**src/rtl/ifm_pingpong_writer_pkg.sv**
```systemverilog
// ---------------------------------------------------------------------------
// ifm_pingpong_writer_pkg
//   Shared definitions for the ping-pong IFM write-side controller:
//   - consumer FSM state encoding (2 bits)
//   - helpers deriving the pixel-address and map-select widths
// ---------------------------------------------------------------------------
package ifm_pingpong_writer_pkg;

   typedef enum logic [1:0] {
      C_IDLE   = 2'd0,   // no frame handed to the consumer
      C_LAUNCH = 2'd1,   // start pulse issued, waiting for consumer to leave idle
      C_BUSY   = 2'd2    // consumer reading rd_bank_sel
   } cons_state_e;

   // Pixel address width for a square map of side 'side'.
   function automatic int ifm_addr_w(input int side);
      return (side * side > 1) ? $clog2(side * side) : 1;
   endfunction

   // Map select width; at least one bit even for a single map.
   function automatic int ifm_map_w(input int n_maps);
      return (n_maps > 1) ? $clog2(n_maps) : 1;
   endfunction

endpackage

```
**src/rtl/ifm_write_addr_gen.sv**
```systemverilog
// ---------------------------------------------------------------------------
// ifm_write_addr_gen
//   Pixel/map counters for the IFM write path.
//   Ports:
//     clk, reset  : clock, asynchronous active-high reset
//     accept      : a pixel is being written this cycle
//     addr        : pixel address of the current (accepted) pixel
//     map         : map index of the current pixel
//     frame_done  : accept of the last pixel of the last map (combinational)
// ---------------------------------------------------------------------------
module ifm_write_addr_gen #(
   parameter int IFM_SIZE_NEXT  = 10,
   parameter int NUMBER_OF_MAPS = 2,
   parameter int ADDR_W         = 7,
   parameter int MAP_W          = 1
) (
   input  logic              clk,
   input  logic              reset,
   input  logic              accept,
   output logic [ADDR_W-1:0] addr,
   output logic [MAP_W-1:0]  map,
   output logic              frame_done
);

   localparam logic [ADDR_W-1:0] LAST_ADDR = ADDR_W'(IFM_SIZE_NEXT * IFM_SIZE_NEXT - 1);
   localparam logic [MAP_W-1:0]  LAST_MAP  = MAP_W'(NUMBER_OF_MAPS - 1);

   logic [ADDR_W-1:0] addr_q, addr_d;
   logic [MAP_W-1:0]  map_q, map_d;
   logic              addr_wrap;

   always_comb begin
      addr_d     = addr_q;
      map_d      = map_q;
      addr_wrap  = (addr_q == LAST_ADDR);
      frame_done = accept & addr_wrap & (map_q == LAST_MAP);
      if (accept) begin
         if (addr_wrap) begin
            addr_d = '0;
            map_d  = (map_q == LAST_MAP) ? '0 : map_q + MAP_W'(1);
         end else begin
            addr_d = addr_q + ADDR_W'(1);
         end
      end
   end

   always_ff @(posedge clk or posedge reset) begin
      if (reset) begin
         addr_q <= '0;
         map_q  <= '0;
      end else begin
         addr_q <= addr_d;
         map_q  <= map_d;
      end
   end

   assign addr = addr_q;
   assign map  = map_q;

endmodule

```
**src/rtl/ifm_pingpong_writer.sv**
```systemverilog
// ---------------------------------------------------------------------------
// ifm_pingpong_writer
//   Write-side controller of the ping-pong IFM memory between two layers.
//   Writes producer pixels into the current write bank, marks a bank full
//   when a frame completes, launches the consumer on the oldest full bank
//   and frees that bank when the consumer returns to idle.
//   Ports:
//     clk, reset      : clock, asynchronous active-high reset
//     wr_valid/data   : producer pixel strobe and value
//     ready_to_prev   : current write bank is free
//     mem_*           : registered memory write port (we/bank/map/addr/wdata)
//     end_from_next   : consumer idle level (1 = idle, 0 = reading)
//     start_to_next   : one-cycle consumer launch pulse
//     rd_bank_sel     : bank owned by the consumer
//     overflow        : sticky, pixel arrived while not ready
// ---------------------------------------------------------------------------
module ifm_pingpong_writer
   import ifm_pingpong_writer_pkg::*;
#(
   parameter int DATA_WIDTH     = 32,
   parameter int IFM_SIZE_NEXT  = 10,
   parameter int NUMBER_OF_MAPS = 2,
   parameter int ADDR_W         = ifm_addr_w(IFM_SIZE_NEXT),
   parameter int MAP_W          = ifm_map_w(NUMBER_OF_MAPS)
) (
   input  logic                  clk,
   input  logic                  reset,
   input  logic                  wr_valid,
   input  logic [DATA_WIDTH-1:0] wr_data,
   output logic                  ready_to_prev,
   output logic                  mem_we,
   output logic                  mem_bank,
   output logic [MAP_W-1:0]      mem_map,
   output logic [ADDR_W-1:0]     mem_addr,
   output logic [DATA_WIDTH-1:0] mem_wdata,
   input  logic                  end_from_next,
   output logic                  start_to_next,
   output logic                  rd_bank_sel,
   output logic                  overflow
);

   cons_state_e           state_q, state_d;
   logic [1:0]            bank_full_q, bank_full_d;
   logic                  wr_bank_q, wr_bank_d;
   logic                  launch_bank_q, launch_bank_d;
   logic                  rd_bank_sel_q, rd_bank_sel_d;
   logic                  start_q, start_d;
   logic                  overflow_q, overflow_d;
   logic                  mem_we_q, mem_we_d;
   logic                  mem_bank_q, mem_bank_d;
   logic [MAP_W-1:0]      mem_map_q, mem_map_d;
   logic [ADDR_W-1:0]     mem_addr_q, mem_addr_d;
   logic [DATA_WIDTH-1:0] mem_wdata_q, mem_wdata_d;

   logic                  accept, frame_done, release_bank, launch_ok;
   logic [ADDR_W-1:0]     gen_addr;
   logic [MAP_W-1:0]      gen_map;

   assign ready_to_prev = ~bank_full_q[wr_bank_q];
   assign accept        = wr_valid & ready_to_prev;
   // Banks are handed out in fill order, so launch_bank always names the oldest full one.
   assign launch_ok     = bank_full_q[launch_bank_q] & end_from_next;

   ifm_write_addr_gen #(
      .IFM_SIZE_NEXT  (IFM_SIZE_NEXT),
      .NUMBER_OF_MAPS (NUMBER_OF_MAPS),
      .ADDR_W         (ADDR_W),
      .MAP_W          (MAP_W)
   ) u_addr_gen (
      .clk        (clk),
      .reset      (reset),
      .accept     (accept),
      .addr       (gen_addr),
      .map        (gen_map),
      .frame_done (frame_done)
   );

   // Consumer FSM: next state
   always_comb begin
      state_d = state_q;
      unique case (state_q)
         C_IDLE:   if (launch_ok)      state_d = C_LAUNCH;
         // end_from_next is still high right after the pulse; only its fall
         // proves the consumer took the bank.
         C_LAUNCH: if (!end_from_next) state_d = C_BUSY;
         C_BUSY:   if (end_from_next)  state_d = C_IDLE;
         default:                      state_d = C_IDLE;
      endcase
   end

   // Consumer FSM: outputs
   always_comb begin
      start_d       = 1'b0;
      rd_bank_sel_d = rd_bank_sel_q;
      release_bank  = 1'b0;
      case (state_q)
         C_IDLE: begin
            if (launch_ok) begin
               start_d       = 1'b1;
               rd_bank_sel_d = launch_bank_q;
            end
         end
         C_BUSY:  release_bank = end_from_next;
         default: ;
      endcase
   end

   // Bank ownership; frame completion and release may land in the same cycle
   // on different banks, so both updates are applied independently.
   always_comb begin
      bank_full_d   = bank_full_q;
      wr_bank_d     = wr_bank_q;
      launch_bank_d = launch_bank_q;
      if (frame_done) begin
         bank_full_d[wr_bank_q] = 1'b1;
         wr_bank_d              = ~wr_bank_q;
      end
      if (release_bank) begin
         bank_full_d[rd_bank_sel_q] = 1'b0;
         launch_bank_d              = ~launch_bank_q;
      end
   end

   // Write pipeline: address fields hold the last written pixel between writes.
   always_comb begin
      mem_we_d    = accept;
      mem_bank_d  = accept ? wr_bank_q : mem_bank_q;
      mem_map_d   = accept ? gen_map   : mem_map_q;
      mem_addr_d  = accept ? gen_addr  : mem_addr_q;
      mem_wdata_d = accept ? wr_data   : mem_wdata_q;
      overflow_d  = overflow_q | (wr_valid & ~ready_to_prev);
   end

   always_ff @(posedge clk or posedge reset) begin
      if (reset) begin
         state_q       <= C_IDLE;
         bank_full_q   <= 2'b00;
         wr_bank_q     <= 1'b0;
         launch_bank_q <= 1'b0;
         rd_bank_sel_q <= 1'b0;
         start_q       <= 1'b0;
         overflow_q    <= 1'b0;
         mem_we_q      <= 1'b0;
         mem_bank_q    <= 1'b0;
         mem_map_q     <= '0;
         mem_addr_q    <= '0;
         mem_wdata_q   <= '0;
      end else begin
         state_q       <= state_d;
         bank_full_q   <= bank_full_d;
         wr_bank_q     <= wr_bank_d;
         launch_bank_q <= launch_bank_d;
         rd_bank_sel_q <= rd_bank_sel_d;
         start_q       <= start_d;
         overflow_q    <= overflow_d;
         mem_we_q      <= mem_we_d;
         mem_bank_q    <= mem_bank_d;
         mem_map_q     <= mem_map_d;
         mem_addr_q    <= mem_addr_d;
         mem_wdata_q   <= mem_wdata_d;
      end
   end

   // A bank being completed can never be the one the consumer is releasing.
   a_no_same_bank: assert property (@(posedge clk) disable iff (reset)
      !(frame_done && release_bank && (wr_bank_q == rd_bank_sel_q)));

   assign mem_we        = mem_we_q;
   assign mem_bank      = mem_bank_q;
   assign mem_map       = mem_map_q;
   assign mem_addr      = mem_addr_q;
   assign mem_wdata     = mem_wdata_q;
   assign start_to_next = start_q;
   assign rd_bank_sel   = rd_bank_sel_q;
   assign overflow      = overflow_q;

endmodule

```
**config.mk**
```make
export PLATFORM = sky130hd
export DESIGN_NAME = ifm_pingpong_writer
export DESIGN_NICKNAME = d
export VERILOG_FILES = /design/src/rtl/ifm_pingpong_writer_pkg.sv /design/src/rtl/ifm_write_addr_gen.sv /design/src/rtl/ifm_pingpong_writer.sv
export SDC_FILE = /design/constraint.sdc
export NUM_CORES = 1
export LEC_CHECK = 0
export ABC_AREA = 0
export CAP_MARGIN = 20
export CORE_MARGIN = 1
export CORE_UTILIZATION = 41
export CTS_CLUSTER_SIZE = 12
export DETAILED_ROUTE_END_ITERATION = 10
export GPL_ROUTABILITY_DRIVEN = 0
export PLACE_DENSITY = 0.82
export SYNTH_ARGS = -nofsm -noshare
export SYNTH_HDL_FRONTEND = slang
export SYNTH_HIERARCHICAL = 1
export SYNTH_SLANG_ARGS = --single-unit
```
**constraint.sdc**
```tcl
create_clock -name clk -period 1.85 [get_ports clk]
set_clock_uncertainty 0.2 [all_clocks]
set_input_delay 0.185 -clock clk [delete_from_list [all_inputs] [get_ports clk]]
set_output_delay 0.185 -clock clk [all_outputs]
set_load 0.01 [all_outputs]
```
# --- Word-level counts from Yosys, hierarchy flattened ---
# Cells that the tools add are included.
totals:
  reg_bits: 59
  inputBits: 36
  out_inout_bits: 46
  elab_cells: 64
op_classes:
  add_sub_neg: 2
  order_cmp: 5
  n_eq_ne: 6
  n_mux: 19
  n_bitwise: 12
  reduce_logical: 6
ops:
  columns: ["operator", "count"]
  rows:
  - ["two-way mux 1 bit", 10]
  - ["two-way mux 2 bit", 5]
  - ["adder 7 x 1 -> 7 bit (second input constant)", 1]
  - ["equality test 7 bit (second input constant)", 1]
  - ["two-way mux 7 bit", 1]
  - ["< comparator 1 x 2 -> 1 bit (second input constant)", 3]
  - ["!= test 2 bit (second input constant)", 3]
  - ["one-hot mux 2 bit (3 select lines)", 1]
  - ["bitwise AND 1 bit", 5]
  - ["AND reduction 2 bit", 2]
  - ["NOT 1 bit", 3]
  - ["AND reduction 3 bit", 1]
  - ["bitwise AND 2 bit", 1]
  - ["demux 1 bit (select 1 bit)", 2]
  - ["equality test 2 x 1 -> 1 bit (second input constant)", 1]
  - ["equality test 2 bit (second input constant)", 1]
  - ["greater-or-equal comparator 1 bit (second input constant)", 2]
  - ["logical AND 1 bit", 2]
  - ["logical NOT 2 bit", 1]
  - ["NOT 2 bit", 1]
  - ["OR 2 bit", 1]
  - ["adder 1 bit (second input constant)", 1]
  - ["OR 1 bit", 1]

# --- Depth between registers and ports, before layout ---
depth:
  word_depth: 9
  mapped_depth: 8
  mapped_depth_nobuf: 7

# --- Modules after synthesis ---
# The synthesis kept the hierarchy.
modules_own_cells:
  columns: ["module", "instances", "cells_per_inst", "area_each_um2"]
  rows:
  - ["ifm_pingpong_writer", 1, 125, 2098.3]
  - ["ifm_write_addr_gen", 1, 40, 432.9]

# --- Least setup slack after synthesis ---
# OpenSTA, ideal clock, no wires.
synth_timing:
  path_type: "register to register"
  start: "register wr_bank_q"
  end: "register bank_full_q[0]"
  setup_ps: 64
  t_arrival_ps: 1903
  required_time_ps: 1586
  setup_slack_ps: -316
  stages_incl_launch_ff: 9
  n_path_buf: 1
  synth_period_minus_slack_ps: 2166
  cell_sequence: "dfrtp_1 mux2i_2 nand2_2 buf_6 inv_1 and2_1 and3_1 a21oi_1 o21ba_2"
synth_via:
  elab_chain_len: 9
synth_rtl:
  columns: ["item", "line_no", "text"]
  rows:
  - ["from (decl)", "ifm_pingpong_writer.sv:44", "logic wr_bank_q, wr_bank_d;"]
  - ["from (signal assigned)", "ifm_pingpong_writer.sv:151", "wr_bank_q <= wr_bank_d;"]
  - ["two-way mux 1 bit (not written as such) * (2 in a row)", "ifm_pingpong_writer.sv:59", "assign ready_to_prev = ~bank_full_q[wr_bank_q];"]
  - ["NOT 1 bit *", "ifm_pingpong_writer.sv:59", null]
  - ["via ready_to_prev", "ifm_pingpong_writer.sv:30", "output logic ready_to_prev,"]
  - ["bitwise AND 1 bit *", "ifm_pingpong_writer.sv:60", "assign accept = wr_valid & ready_to_prev;"]
  - ["via accept", "ifm_pingpong_writer.sv:55", "logic accept, frame_done, release_bank, launch_ok;"]
  - ["bitwise AND 1 bit * (2 in a row)", "ifm_write_addr_gen.sv:36", "frame_done = accept & addr_wrap & (map_q == LAST_MAP);"]
  - ["via frame_done", "ifm_pingpong_writer.sv:55", null]
  - ["two-way mux 2 bit *", "ifm_pingpong_writer.sv:114", "if (frame_done) begin"]
  - ["bitwise AND 2 bit (no line)", null, null]
  - ["two-way mux 2 bit *", "ifm_pingpong_writer.sv:118", "if (release_bank) begin"]
  - ["via bank_full_d[0]", "ifm_pingpong_writer.sv:43", "logic [1:0] bank_full_q, bank_full_d;"]
  - ["to (signal assigned)", "ifm_pingpong_writer.sv:150", "bank_full_q <= bank_full_d;"]
  - ["to (decl)", "ifm_pingpong_writer.sv:43", null]
# Mark *: on every way through the listed nets, which the timed path passes. The rest lies on a longest branch. The select of a mux whose other input is x is not followed.
# A chain may end at the register's enable or synchronous reset.

# --- Worst setup path in the final report ---
layout_timing:
  start: "register wr_bank_q"
  end: "register bank_full_q[0]"
layout_via:
  elab_chain_len: 9
layout_rtl:
  columns: ["item", "line_no"]
  rows:
  - ["two-way mux 1 bit (not written as such) * (2 in a row)", "ifm_pingpong_writer.sv:59"]
  - ["NOT 1 bit *", "ifm_pingpong_writer.sv:59"]
  - ["bitwise AND 1 bit *", "ifm_pingpong_writer.sv:60"]
  - ["via accept", "ifm_pingpong_writer.sv:55"]
  - ["bitwise AND 1 bit * (2 in a row)", "ifm_write_addr_gen.sv:36"]
  - ["via frame_done", "ifm_pingpong_writer.sv:55"]
  - ["two-way mux 2 bit *", "ifm_pingpong_writer.sv:114"]
  - ["bitwise AND 2 bit (no line)", null]
  - ["two-way mux 2 bit *", "ifm_pingpong_writer.sv:118"]
  - ["via bank_full_d[0]", "ifm_pingpong_writer.sv:43"]
# Marked as above.

==> flow_summary_export.csv <==
group,metric,value,unit
sta,setup_viol,0,
sta,drv_slew,0,
power_and_ir_drop,ir_worst_vdd,0.489,mV
clocking,root_buffer,"clkbuf_8",
die,dieWidth,80.6,um
finish,drive_above_1_share,30.2,%
finish,nNetsFinal,307,
synth,netlist_area,2530,um2
clocking,h-tree-depth,3,
finish,regArea,1480,um2
synth,synthCells,165,
flow_run,drv_cap,0,
clocking,cts.sinks,59,
route,drtAntennaViolNets,0,
placed_design,hpwl,3480,um
global_route,grt_max_degree,36,
route,route.detailed.drc,0,
critical_path,r2r_slack,0.08,ns
clocking,clk_pin_slew,0.06,ns
die,die_area,6490,um2
outcome,status,"complete, no violations",
finish,multi_input_area,993,um2
route,wirelength,4930,um
sta,relSlewSlack,70.1,%
finish,antennaDiodeCount,0,
placed_design,portBuffers,81,
synth,synth_seq_cells,59,
clocking,insertion_delay,0.33,ns
die,core,5920,um2
sta,layout_min_cycle_time,1.77,ns
global_route,grt_pass1_vias,1713,
global_route,gr-usage-all-layers,16.4,%
die,start_util,42.8,%
min_path,min_to,"mem_wdata[16]",
critical_path,rr_worst_depth,7,
sta,holdWs,0.263,ns
critical_path,crit_required,1.92,ns
die,num_rows,28,
sta,max_freq,0.563,GHz
synth,syn_nets,202,
sta,tns,0,ns
route,viasPerCell,4.69,
critical_path,cp_max_fo,5,
critical_path,arrival,1.85,ns
clocking,cts_made_buffers,9,
finish,area_growth,48.4,%
finish,final_common_cell,"clkdlybuf4s50_1",
synth,yosys_warnings,6,
critical_path,r2r_end,"bank_full_q[0]",
route,vias,1640,
critical_path,endpoint_kind,"flop",
sta,worst_pin_slew,0.449,ns
critical_path,critical_path_class,"reg -> reg",
min_path,hold_class,"in -> reg",
critical_path,reg2reg_from,"wr_bank_q",
finish,nFillCells,434,
die,ios,82,
power_and_ir_drop,power_density,1060,nW/um2
synth,yosysSeqAreaShare,58.3,%
critical_path,cp-start-kind,"flop",
sta,finalCritPeriodShare,95.9,%
clocking,clk_path_buf_depth,2,
synth,syn_avg_cell_area,15.3,um2
min_path,hp-start,"wr_data[16]",
finish,fin_util,63.4,%
route,detail_route.first_pass.iterations,3,
sta,hold_violations,0,
global_route,grt_antenna_before_repair,0,
synth,synth.distinct_cells,34,
finish,final_cell_mix,"clkdlybuf4s50_1 (80), dfrtp_1 (58), mux2_4 (39)",
power_and_ir_drop,p_total,0.00398,W
global_route,grt-ovfl-total,0,
min_path,min_path_cells,2,
global_route,grt_pass1_wl,7930,um
die,fp.dieH,80.6,um
route,wl_per_cell,14.1,um
clocking,cts_tree,"yes",
route,first_iter_violations,62,
power_and_ir_drop,leakage,1.70,nW
## worst max-delay path by stage
| stage | slack (ns) | cells past startpoint | from | to |
|---|---|---|---|---|
| 2_1_floorplan | -0.07 | 8 | wr_bank_q | bank_full_q[0] |
| 3_3_place_gp | 0.05 | 7 | wr_valid | bank_full_q[0] |
| 3_5_place_dp | 0.006 | 7 | wr_valid | bank_full_q[0] |
| 4_1_cts | 0.02 | 7 | wr_bank_q | bank_full_q[0] |
| 5_1_grt | -0.01 | 7 | wr_bank_q | bank_full_q[0] |
| 6_report | 0.08 | 7 | wr_bank_q | bank_full_q[0] |
## final cells by class
class | instances | share of cell area [%]
Sequential cell | 59 | 39.3
Multi-Input combinational cell | 93 | 26.4
Inverter | 8 | 0.999
Clock buffer | 15 | 4.70
Clock inverter | 1 | 0.799
Tap cell | 75 | 2.50
Timing Repair Buffer | 99 | 25.2
## critical path: stages (launching register included)
cell and delay, ns:
dfrtp_2 0.41, mux2i_4 0.28, nand2_4 0.11, inv_8 0.07, and2_4 0.16, and3_4 0.20, a21oi_1 0.06, o21ba_2 0.22
## power breakdown
group | switching [W] | internal, W | leakage [nW]
registers | 0.000172 | 0.00151 | 0.712
clock network | 0.000455 | 0.000734 | 0.104
logic | 0.000399 | 0.000708 | 0.884
## routing by layer
layer / vias to the layer above / wire (um) / track usage (%) / share of wire (%)
li1: 788 / - / - / -
met1: 797 / 2240 / 20.2 / 45
met2: 47 / 2350 / 26.8 / 48
met3: 8 / 273 / 5.80 / 5.5
met4: 0 / 66 / 5.36 / 1.3
met5: - / 0 / 0 / 0
## flip-flops by register name, summed over array words and instances (netlist names)
signal           flops
bank_full_q          2
u_addr_gen/map       1
start_to_next        1
rd_bank_sel          1
mem_map              1
wr_bank_q            1
mem_wdata           32
u_addr_gen/addr      7
mem_bank             1
overflow             1
launch_bank_q        1
mem_we               1
state_q              2
mem_addr             7
## synth_stat cells
master	instances	area [um2]
and2_1	2	12.5
mux2i_2	1	13.8
nor3_1	1	5.00
nand2_1	2	7.51
a21oi_1	7	35.0
inv_1	8	30.0
o21ba_2	1	10.0
xnor2_1	6	52.6
a211o_1	1	8.76
and2_2	1	7.51
xor2_1	1	8.76
ha_1	1	12.5
a22oi_1	1	7.51
nand3_1	4	20.0
a21o_1	1	7.51
o21ai_0	3	15.0
o22ai_1	1	6.26
a41oi_1	1	8.76
nor4b_4	1	23.8
mux2_4	39	586
nor2b_1	1	6.26
mux2_2	2	22.5
a211oi_1	2	15.0
nand2_2	2	12.5
dfrtp_1	59	1480
and3_1	1	6.26
nand4_1	1	6.26
nor3b_1	1	7.51
nand2b_1	2	12.5
or3_1	1	6.26
buf_6	5	56.3
o21bai_1	1	7.51
nor4_1	1	6.26
nor2_1	3	11.3
## stage by stage
stage	cell area, um2	instances	setup WS [ns]
after detailed placement	3490	326	0.00606
after global routing	3760	350	-0.0136
after floorplan	2570	165	-0.0693
final	3760	350	0.0751
after global placement	3490	326	0.0477
after CTS	3700	343	0.0183
## cells by family after synthesis
logic type / count (synthesis) / share of synthesized area [%]
flops: 59 / 58.3
mux: 42 / 24.6
simple gates: 24 / 5.98
compound gates: 19 / 4.80
buf+inv: 13 / 3.41
xor+xnor: 7 / 2.42
fa+ha+maj: 1 / 0.494
## what timing repair did
item	in CTS	in global routing
endpoints found under the hold margin	8	0
hold buffers	1	0
setup buffers	0	7
endpoints found under the setup margin	1	3
resized for setup	1	0
pin swaps	0	1
Note: power is estimated with default switching activity, not from simulation.
